### config.mk
export PLATFORM = sky130hd
export DESIGN_NAME = fetch_decode_reg
export DESIGN_NICKNAME = d
export VERILOG_FILES = /design/src/rtl/fetch_decode_reg.sv
export SDC_FILE = /design/constraint.sdc
export NUM_CORES = 1
export LEC_CHECK = 0
export CAP_MARGIN = 20
export CORE_ASPECT_RATIO = 0.8
export CORE_MARGIN = 2
export CORE_UTILIZATION = 55
export CTS_BUF_LIST = sky130_fd_sc_hd__clkbuf_4 sky130_fd_sc_hd__clkbuf_8
export DETAILED_ROUTE_END_ITERATION = 10
export HOLD_SLACK_MARGIN = 0.02
export PLACE_DENSITY = 0.94
export REMOVE_ABC_BUFFERS = 1
export SYNTH_ARGS = -nofsm -noshare
export SYNTH_HDL_FRONTEND = slang
export SYNTH_SLANG_ARGS = --single-unit
### constraint.sdc
create_clock -name clk -period 9 [get_ports clk]
set_input_delay 1.35 -clock clk [delete_from_list [all_inputs] [get_ports clk]]
set_output_delay 1.35 -clock clk [all_outputs]
set_load 0.005 [all_outputs]
### src/rtl/fetch_decode_reg.sv
// fetch_decode_reg: 2-entry skid buffer between fetch and decode with flush squash.
// Define FETCH_DECODE_PERF_EN to add the stall_cnt/flush_cnt performance counters.
module fetch_decode_reg #(
    parameter int               WIDTH     = 32,
    parameter logic [WIDTH-1:0] NOP_INSTR = '0
) (
    input  logic             clk,
    input  logic             reset,
    input  logic             valid_f,
    input  logic [WIDTH-1:0] instr_f,
    input  logic [WIDTH-1:0] pc_plus_4_f,
    output logic             ready_f,
    input  logic             flush_d,
    input  logic             ready_d,
    output logic             valid_d,
    output logic [WIDTH-1:0] instr_d,
    output logic [WIDTH-1:0] pc_plus_4_d
`ifdef FETCH_DECODE_PERF_EN
    ,
    output logic [31:0]      stall_cnt,
    output logic [31:0]      flush_cnt
`endif
);
    logic [1:0]       r_count;
    logic [WIDTH-1:0] r_instr0, r_pc0, r_instr1, r_pc1;
    logic             w_push, w_pop, w_ld0, w_ld1, w_full;

    assign w_full      = r_count == 2'd2;
    assign ready_f     = ~w_full;
    assign valid_d     = r_count != 2'd0;
    assign instr_d     = valid_d ? r_instr0 : NOP_INSTR;
    assign pc_plus_4_d = valid_d ? r_pc0 : '0;
    assign w_push      = valid_f & ready_f;
    assign w_pop       = valid_d & ready_d;
    // head takes the input when empty or draining, the tail when a full buffer pops
    assign w_ld0       = (w_push & (~valid_d | w_pop)) | (w_pop & w_full);
    assign w_ld1       = w_push & valid_d & ~w_pop;

    always_ff @(posedge clk) begin
        if (reset || flush_d)
            r_count <= 2'd0;
        else if (w_push && !w_pop)
            r_count <= r_count + 2'd1;
        else if (w_pop && !w_push)
            r_count <= r_count - 2'd1;
    end

    always_ff @(posedge clk) begin
        if (w_ld0) begin
            r_instr0 <= w_full ? r_instr1 : instr_f;
            r_pc0    <= w_full ? r_pc1 : pc_plus_4_f;
        end
        if (w_ld1) begin
            r_instr1 <= instr_f;
            r_pc1    <= pc_plus_4_f;
        end
    end

`ifdef FETCH_DECODE_PERF_EN
    logic [31:0] r_stall_cnt, r_flush_cnt;

    assign stall_cnt = r_stall_cnt;
    assign flush_cnt = r_flush_cnt;

    always_ff @(posedge clk) begin
        if (reset) begin
            r_stall_cnt <= '0;
            r_flush_cnt <= '0;
        end else begin
            if (valid_d && !ready_d)
                r_stall_cnt <= r_stall_cnt + 32'd1;
            if (flush_d && (valid_d || valid_f))
                r_flush_cnt <= r_flush_cnt + 32'd1;
        end
    end
`endif
endmodule
Word-level counts from Yosys, hierarchy flattened

Index checks and enable logic that the tools add are counted.

Register bits: 130
Bits of input ports: 69

Add/sub/neg operators: 2
Equality and inequality tests: 1
Muxes and demuxes: 6
Bitwise gates (word level): 11
Reductions and logical operators: 7

Operator list:

| operator              | number |
|---|---|
| $mux W32              | 4 |
| $and A1 B1 Y1         | 6 |
| $mux W2               | 2 |
| $reduce_bool A2 Y1    | 2 |
| $not A1 Y1            | 3 |
| $add A2 B1 Y2 const B | 1 |
| $eq A2 B2 Y1 const B  | 1 |
| $logic_and A1 B1 Y1   | 2 |
| $logic_not A1 Y1      | 2 |
| $or A1 B1 Y1          | 2 |
| $sub A2 B1 Y2 const B | 1 |
| $logic_or A1 B1 Y1    | 1 |

Longest topological paths before layout

Gate-level depths: netlist of run 1.

Depth in word-level cells: 7
Depth in mapped cells: 9
Mapped depth without buffers: 7

Worst setup path before layout of run 1

OpenSTA, ideal clock, no wires.

Path type: input port to flip-flop
Start point: input port ready_d
End point: register r_instr0[0] (enable)
Library setup time: 0.574 ns
Data arrival time: 5.912 ns
Setup slack: 2.514 ns
Stages: 2
Path buffers: 0
Cells stage by stage: mux2i_1 -> o21ai_0

Cells in the longest elaborated chain, start to end: 4
Elaborated cells on any way between the ends: 5

RTL lines:

| what                 | RTL line | source |
|---|---|---|
| start, declared      | 14       | `input logic ready_d,` |
| $and A1 B1 Y1 *      | 34       | `assign w_pop = valid_d & ready_d;` |
| $or A1 B1 Y1         | 36       | `assign w_ld0 = (w_push & (~valid_d \| w_pop)) \| (w_pop & w_full);` |
| $and A1 B1 Y1        | 36       |  |
| $or A1 B1 Y1 *       | 36       |  |
| via w_ld0            | 26       | `logic w_push, w_pop, w_ld0, w_ld1, w_full;` |
| end signal, assigned | 50       | `r_instr0 <= w_full ? r_instr1 : instr_f;` |
| end, declared        | 25       | `logic [WIDTH-1:0] r_instr0, r_pc0, r_instr1, r_pc1;` |

Mark *: on every way through the listed nets, which the timed path passes. The rest lies on a longest branch.
A chain may end at the register's enable or synchronous reset.

Final worst setup path of run 1

Start point: register r_count[0]
End point: output port pc_plus_4_d[16]

Cells in the longest elaborated chain, start to end: 2

RTL lines:

| what                   | RTL line | source |
|---|---|---|
| start, declared        | 24       | `logic [1:0] r_count;` |
| start signal, assigned | 43       | `r_count <= r_count + 2'd1;` |
| start signal, assigned | 45       | `r_count <= r_count - 2'd1;` |
| $reduce_bool A2 Y1     | 30       | `assign valid_d = r_count != 2'd0;` |
| $mux W32               | 32       | `assign pc_plus_4_d = valid_d ? r_pc0 : '0;` |
| end, declared          | 17       | `output logic [WIDTH-1:0] pc_plus_4_d` |

Every way passes these cells.

==> impl_metrics.env, run 1 <==
export IMPL_fin_nets=502
export IMPL_fmaxAchievable_mhz=255
export IMPL_power_share_sequential=0.484
export IMPL_peakVddDrop_v=0.000150
export IMPL_yosys_area_top_type="edfxtp_1"
export IMPL_die_w_um=115
export IMPL_syn_to_final_growth_pct=35.2
export IMPL_crit_path_max_fanout=66
export IMPL_rsz0062_at_grt="no"
export IMPL_finalHoldViolCount=0
export IMPL_fin_crit_ps=3930
export IMPL_p_int_mw=1.18
export IMPL_yosysSeqAreaShare=0.716
export IMPL_antenna_found_initial=0
export IMPL_ys_top_cells_by_area="edfxtp_1, mux2_4, and2_1"
export IMPL_synth_top_area_frac=0.709
export IMPL_cap_violations=0
export IMPL_cp_start_kind="register"
export IMPL_clkSinkCount=130
export IMPL_drive_gt1_frac=0.234
export IMPL_worstMarginPinSlew_ps=913
export IMPL_cts_resized=0
export IMPL_grt_ovfl_total=0
export IMPL_drc_errors=0
export IMPL_gr_usage_met1=0.232
export IMPL_hold_buffers=0
export IMPL_dp_cells=531
export IMPL_wire_per_inst_um=17.2
export IMPL_cts_htree_levels=4
export IMPL_drt_wl_total_um=9690
export IMPL_most_common_layout_cells="clkdlybuf4s50_1, edfxtp_1, and2_1, mux2_4, clkbuf_8"
export IMPL_fin_crit_sh=0.436
export IMPL_clk_latency_ps=420
export IMPL_grt_busiest_layer="met2"
export IMPL_io_buffers=134
export IMPL_n_antenna_cell=0
export IMPL_final_cell_count_no_fill=564
export IMPL_pin_count=135
export IMPL_cellLeakagePower_nw=2.61
export IMPL_pwr_density_cell_mw_per_mm2=204
export IMPL_outcome="completed"
export IMPL_critPathKind="reg -> out"
export IMPL_layout_commonest_cell="clkdlybuf4s50_1"
export IMPL_core_area_mm2=0.00961
export IMPL_synth_cell_types=21
export IMPL_synth_warnings=0
export IMPL_finalClockSkew_ps=12.5
export IMPL_syn_inst=289
export IMPL_synth_area_mm2=0.00542
export IMPL_vias=2866
export IMPL_switching_share=0.208
export IMPL_synth_seq_cells=130
export IMPL_end_kind="output pin"
export IMPL_rows=32
export IMPL_comb_power_share=0.134
export IMPL_cts_buffer_depth=2
export IMPL_syn_avg_cell_area_um2=18.8
export IMPL_worstHoldPathType="reg -> reg"
export IMPL_numCtsBuffers=17
export IMPL_grt_pass1_vias=2999
export IMPL_die_height_um=92.8
export IMPL_dr_pass1_iters=4
export IMPL_finalSetupTns_ps=0
export IMPL_detail_route_antenna_nets=0
export IMPL_dieArea_mm2=0.0107
export IMPL_grt_max_degree=67
export IMPL_start_util=0.564
export IMPL_grtUsageMet3=0.0648
export IMPL_post_cts_buffers=0
export IMPL_switchingPower_mw=0.311
export IMPL_clockPowerShare=0.382
export IMPL_use_met2=0.323
export IMPL_root_buffer="clkbuf_8"
export IMPL_drtIter0Drc=117
export IMPL_grt_pass1_wl_um=15200
export IMPL_relSlewSlack=0.391
export IMPL_grt_util_all_layers=0.194
export IMPL_cp_data_required_time_ps=7650
export IMPL_routabilityCongestion=0.701
export IMPL_drv_slew=0
export IMPL_viasPerCell=5.08
export IMPL_arrival_ps=2580
export IMPL_setup_viol=0
export IMPL_clk_pin_slew_ps=80
export IMPL_cts_tree="yes"
export IMPL_post_dp_hpwl_um=6460
## layer usage
layer | wire, um | up-vias
met2 | 4970 | 99
met4 | 99 | 0
met1 | 4030 | 1393
met5 | 0 | -
met3 | 598 | 14
li1 | - | 1360
## cell usage after synthesis
library cell	instances
a211oi_1	1
and2_1	65
buf_8	5
buf_6	1
edfxtp_1	128
nor3_1	1
o21ai_0	2
or3_1	1
mux2i_1	1
ha_1	1
inv_1	1
buf_2	6
nor2_1	1
nor2b_2	1
or2_1	1
xor2_1	2
nand2_1	3
clkbuf_1	2
dfxtp_1	2
mux2_2	15
mux2_4	49
## metrics by stage
step	instance area (um2)	worst slack [ps]	hold slack (ps)	total power, mW	util
floorplan	5300	2510	488	0.833	-
detailed placement	6830	5250	533	0.939	0.711
global route	7330	4840	554	1.55	0.763
finish	7330	5070	543	1.49	0.763
global placement	6830	5320	517	0.930	0.711
CTS	7300	4990	548	1.51	0.760
## layout make-up
| cell class | count | area (um2) |
|---|---|---|
| Clock buffer | 19 | 262 |
| Clock inverter | 13 | 206 |
| Sequential cell | 130 | 3880 |
| Inverter | 1 | 3.75 |
| Multi-Input combinational cell | 144 | 1430 |
| Timing Repair Buffer | 138 | 1390 |
| Fill cell | 553 | 2280 |
| Tap cell | 119 | 149 |
## worst paths after layout
check	to	startpoint	depth (start not counted)	slack, ps
min reg2reg	r_instr0[19]	r_instr1[19]	1	540
min	r_instr0[19]	r_instr1[19]	1	540
max reg2reg	r_count[1]	r_count[0]	5	6470
max	pc_plus_4_d[16]	r_count[0]	3	5070
## cells by family after synthesis
kind of cell | synth area share
muxes | 0.169
buffers and inverters | 0.0235
adders and majority gates | 0.00231
AOI/OAI and AO/OA | 0.00323
DFF | 0.716
xor gates and xnor gates | 0.00323
and+or+nand+nor | 0.0826
## flip-flops by register name (all words and copies together) (netlist names)
register,cells
r_pc1,32
r_instr0,32
r_instr1,32
r_count,2
r_pc0,32
## power by group through the flow
stage	clock network, mW	registers [mW]	logic (mW)
after floorplan	0	0.739	0.0939
after global placement	0	0.735	0.195
after detailed placement	0	0.737	0.202
after CTS	0.582	0.724	0.203
after global routing	0.604	0.727	0.216
final	0.571	0.724	0.200
## worst max-delay path, stage by stage, from the launching register on
cell	delay, ps
dfxtp_1	550
or2_2	790
and2_1	250
clkdlybuf4s50_1	540
(Power assumes the default switching activity.)
==> run 2, diff against run 1 <==
Settings changed: CORE_UTILIZATION 55 to 51, PLACE_DENSITY 0.94 to 0.88.
Clock period 9 ns to 3.8 ns, I/O delays scaled along.
==> run 2 against run 1 <==
Net effect: hold slack hardly changed; die area increased by 7.5%; clock power rose by 130%; setup slack got worse by 4500 ps; count of clock-buffer cells in the layout unchanged; design area decreased by 0.14%; sequential power increased by 140%; routed wire length rose by 3.3%; critical path depth unchanged; final cell count rose by 3.7%; clock skew fell by 2.4 ps; flip-flop and latch count unchanged.
==> impl_metrics.env, run 2 (synthesis gave the netlist of run 1 again) <==
export IMPL_start_util=0.527
export IMPL_clk_pin_slew_ps=70
export IMPL_die_height_um=96.2
export IMPL_fin_nets=502
export IMPL_power_share_sequential=0.493
export IMPL_detail_route_antenna_nets=0
export IMPL_worst_slack_ps=614
export IMPL_n_antenna_cell=0
export IMPL_peakVddDrop_v=0.000307
export IMPL_fin_crit_sh=0.838
export IMPL_rows=33
export IMPL_layout_commonest_cell="clkdlybuf4s50_1"
export IMPL_pwr_density_cell_mw_per_mm2=477
export IMPL_pin_count=135
export IMPL_grt_pass1_wl_um=15500
export IMPL_worst_r2r_setup_slack_ps=1270
export IMPL_arrival_ps=2620
export IMPL_crit_path_max_fanout=66
export IMPL_cts_tree="yes"
export IMPL_grt_ovfl_total=0
export IMPL_comb_power_share=0.135
export IMPL_core_area_mm2=0.0103
export IMPL_root_buffer="clkbuf_8"
export IMPL_grt_max_degree=67
export IMPL_grt_pass1_vias=2851
export IMPL_drt_wl_total_um=10000
export IMPL_hold_buffers=0
export IMPL_drc_errors=0
export IMPL_finalHoldViolCount=0
export IMPL_cts_buffer_depth=2
export IMPL_finalClockSkew_ps=10.1
export IMPL_critPathKind="reg -> out"
export IMPL_clkSinkCount=130
export IMPL_viasPerCell=4.98
export IMPL_setup_viol=0
export IMPL_switching_share=0.206
export IMPL_drv_slew=0
export IMPL_cts_htree_levels=4
export IMPL_p_int_mw=2.77
export IMPL_cellLeakagePower_nw=2.60
export IMPL_numCtsBuffers=17
export IMPL_dieArea_mm2=0.0115
export IMPL_clk_latency_ps=420
export IMPL_end_kind="output pin"
export IMPL_syn_to_final_growth_pct=35.0
export IMPL_io_buffers=134
export IMPL_cap_violations=0
export IMPL_post_cts_buffers=0
export IMPL_cp_start_kind="register"
export IMPL_relSlewSlack=0.341
export IMPL_most_common_layout_cells="clkdlybuf4s50_1, edfxtp_1, and2_1, mux2_4, clkbuf_8"
export IMPL_grt_util_all_layers=0.184
export IMPL_clockPowerShare=0.373
export IMPL_antenna_found_initial=0
export IMPL_worstHoldPathType="reg -> reg"
export IMPL_fin_crit_ps=3190
export IMPL_post_dp_hpwl_um=6320
export IMPL_pre_cts_ws_ps=1060
export IMPL_total_power_mw=3.49
export IMPL_fmaxAchievable_mhz=314
export IMPL_switchingPower_mw=0.720
export IMPL_vias=2912
export IMPL_dr_pass1_iters=4
export IMPL_wire_per_inst_um=17.1
export IMPL_cts_resized=0
export IMPL_drive_gt1_frac=0.229
export IMPL_routabilityCongestion=0.686
export IMPL_cp_data_required_time_ps=3230
export IMPL_outcome="completed"
export IMPL_rsz0062_at_grt="no"
export IMPL_drtIter0Drc=179
export IMPL_die_w_um=119
export IMPL_worstMarginPinSlew_ps=989
export IMPL_fillers=625
## run 2: cell types whose count changed in the layout (fill, tap and decap cells not counted), sizes merged
| cell | delta |
|---|---|
| clkinv | +2 |
| clkinvlp | -1 |
| inv | -1 |
## run 2: power by group through the flow
stage / sequential [mW] / combinational (mW) / clock [mW]
floorplan: 1.75 / 0.222 / 0
global placement: 1.75 / 0.463 / 0
detailed placement: 1.75 / 0.475 / 0
CTS: 1.72 / 0.479 / 1.33
global route: 1.73 / 0.505 / 1.40
finish: 1.72 / 0.471 / 1.30
## run 2: critical path, cell delays in order, from the launching register on
cell and delay (ps):
dfxtp_1 530, or2_2 840, and2_1 280, clkdlybuf4s50_1 520
## run 2: final cells by class
class	count	area, um2	area share
sequential	130	3880	0.531
timing repair buffer	138	1380	0.189
multi-input combinational	144	1430	0.196
clock inverter	13	190	0.0260
inverter	1	3.75	0.000513
tap	140	175	0.0239
clock buffer	19	249	0.0340
## run 2: final timing paths
kind                    from           to  cells after the start
setup / recovery  r_count[0]  instr_d[29]                      3
hold / removal     r_pc1[21]    r_pc0[21]                      1
setup reg to reg  r_count[0]   r_count[1]                      5
hold reg to reg    r_pc1[21]    r_pc0[21]                      1
## run 2: layer usage
| metal | vias to the layer above | routed length, um | GRT usage |
|---|---|---|---|
| li1 | 1357 | - | - |
| met3 | 13 | 816 | 0.0818 |
| met2 | 115 | 4730 | 0.289 |
| met5 | - | 0 | 0 |
| met4 | 0 | 133 | 0.0605 |
| met1 | 1427 | 4330 | 0.230 |
## run 2: through the flow
| step | util | cells | TNS [ps] | instance area, um2 | hold WS, ps |
|---|---|---|---|---|---|
| final | 0.712 | 585 | 0 | 7320 | 543 |
| after global routing | 0.712 | 585 | 0 | 7320 | 554 |
| after CTS | 0.712 | 585 | 0 | 7320 | 544 |
| after detailed placement | 0.669 | 553 | 0 | 6880 | 534 |
| after global placement | 0.669 | 553 | 0 | 6880 | 512 |
| after floorplan | - | 275 | -122680 | 5300 | 488 |
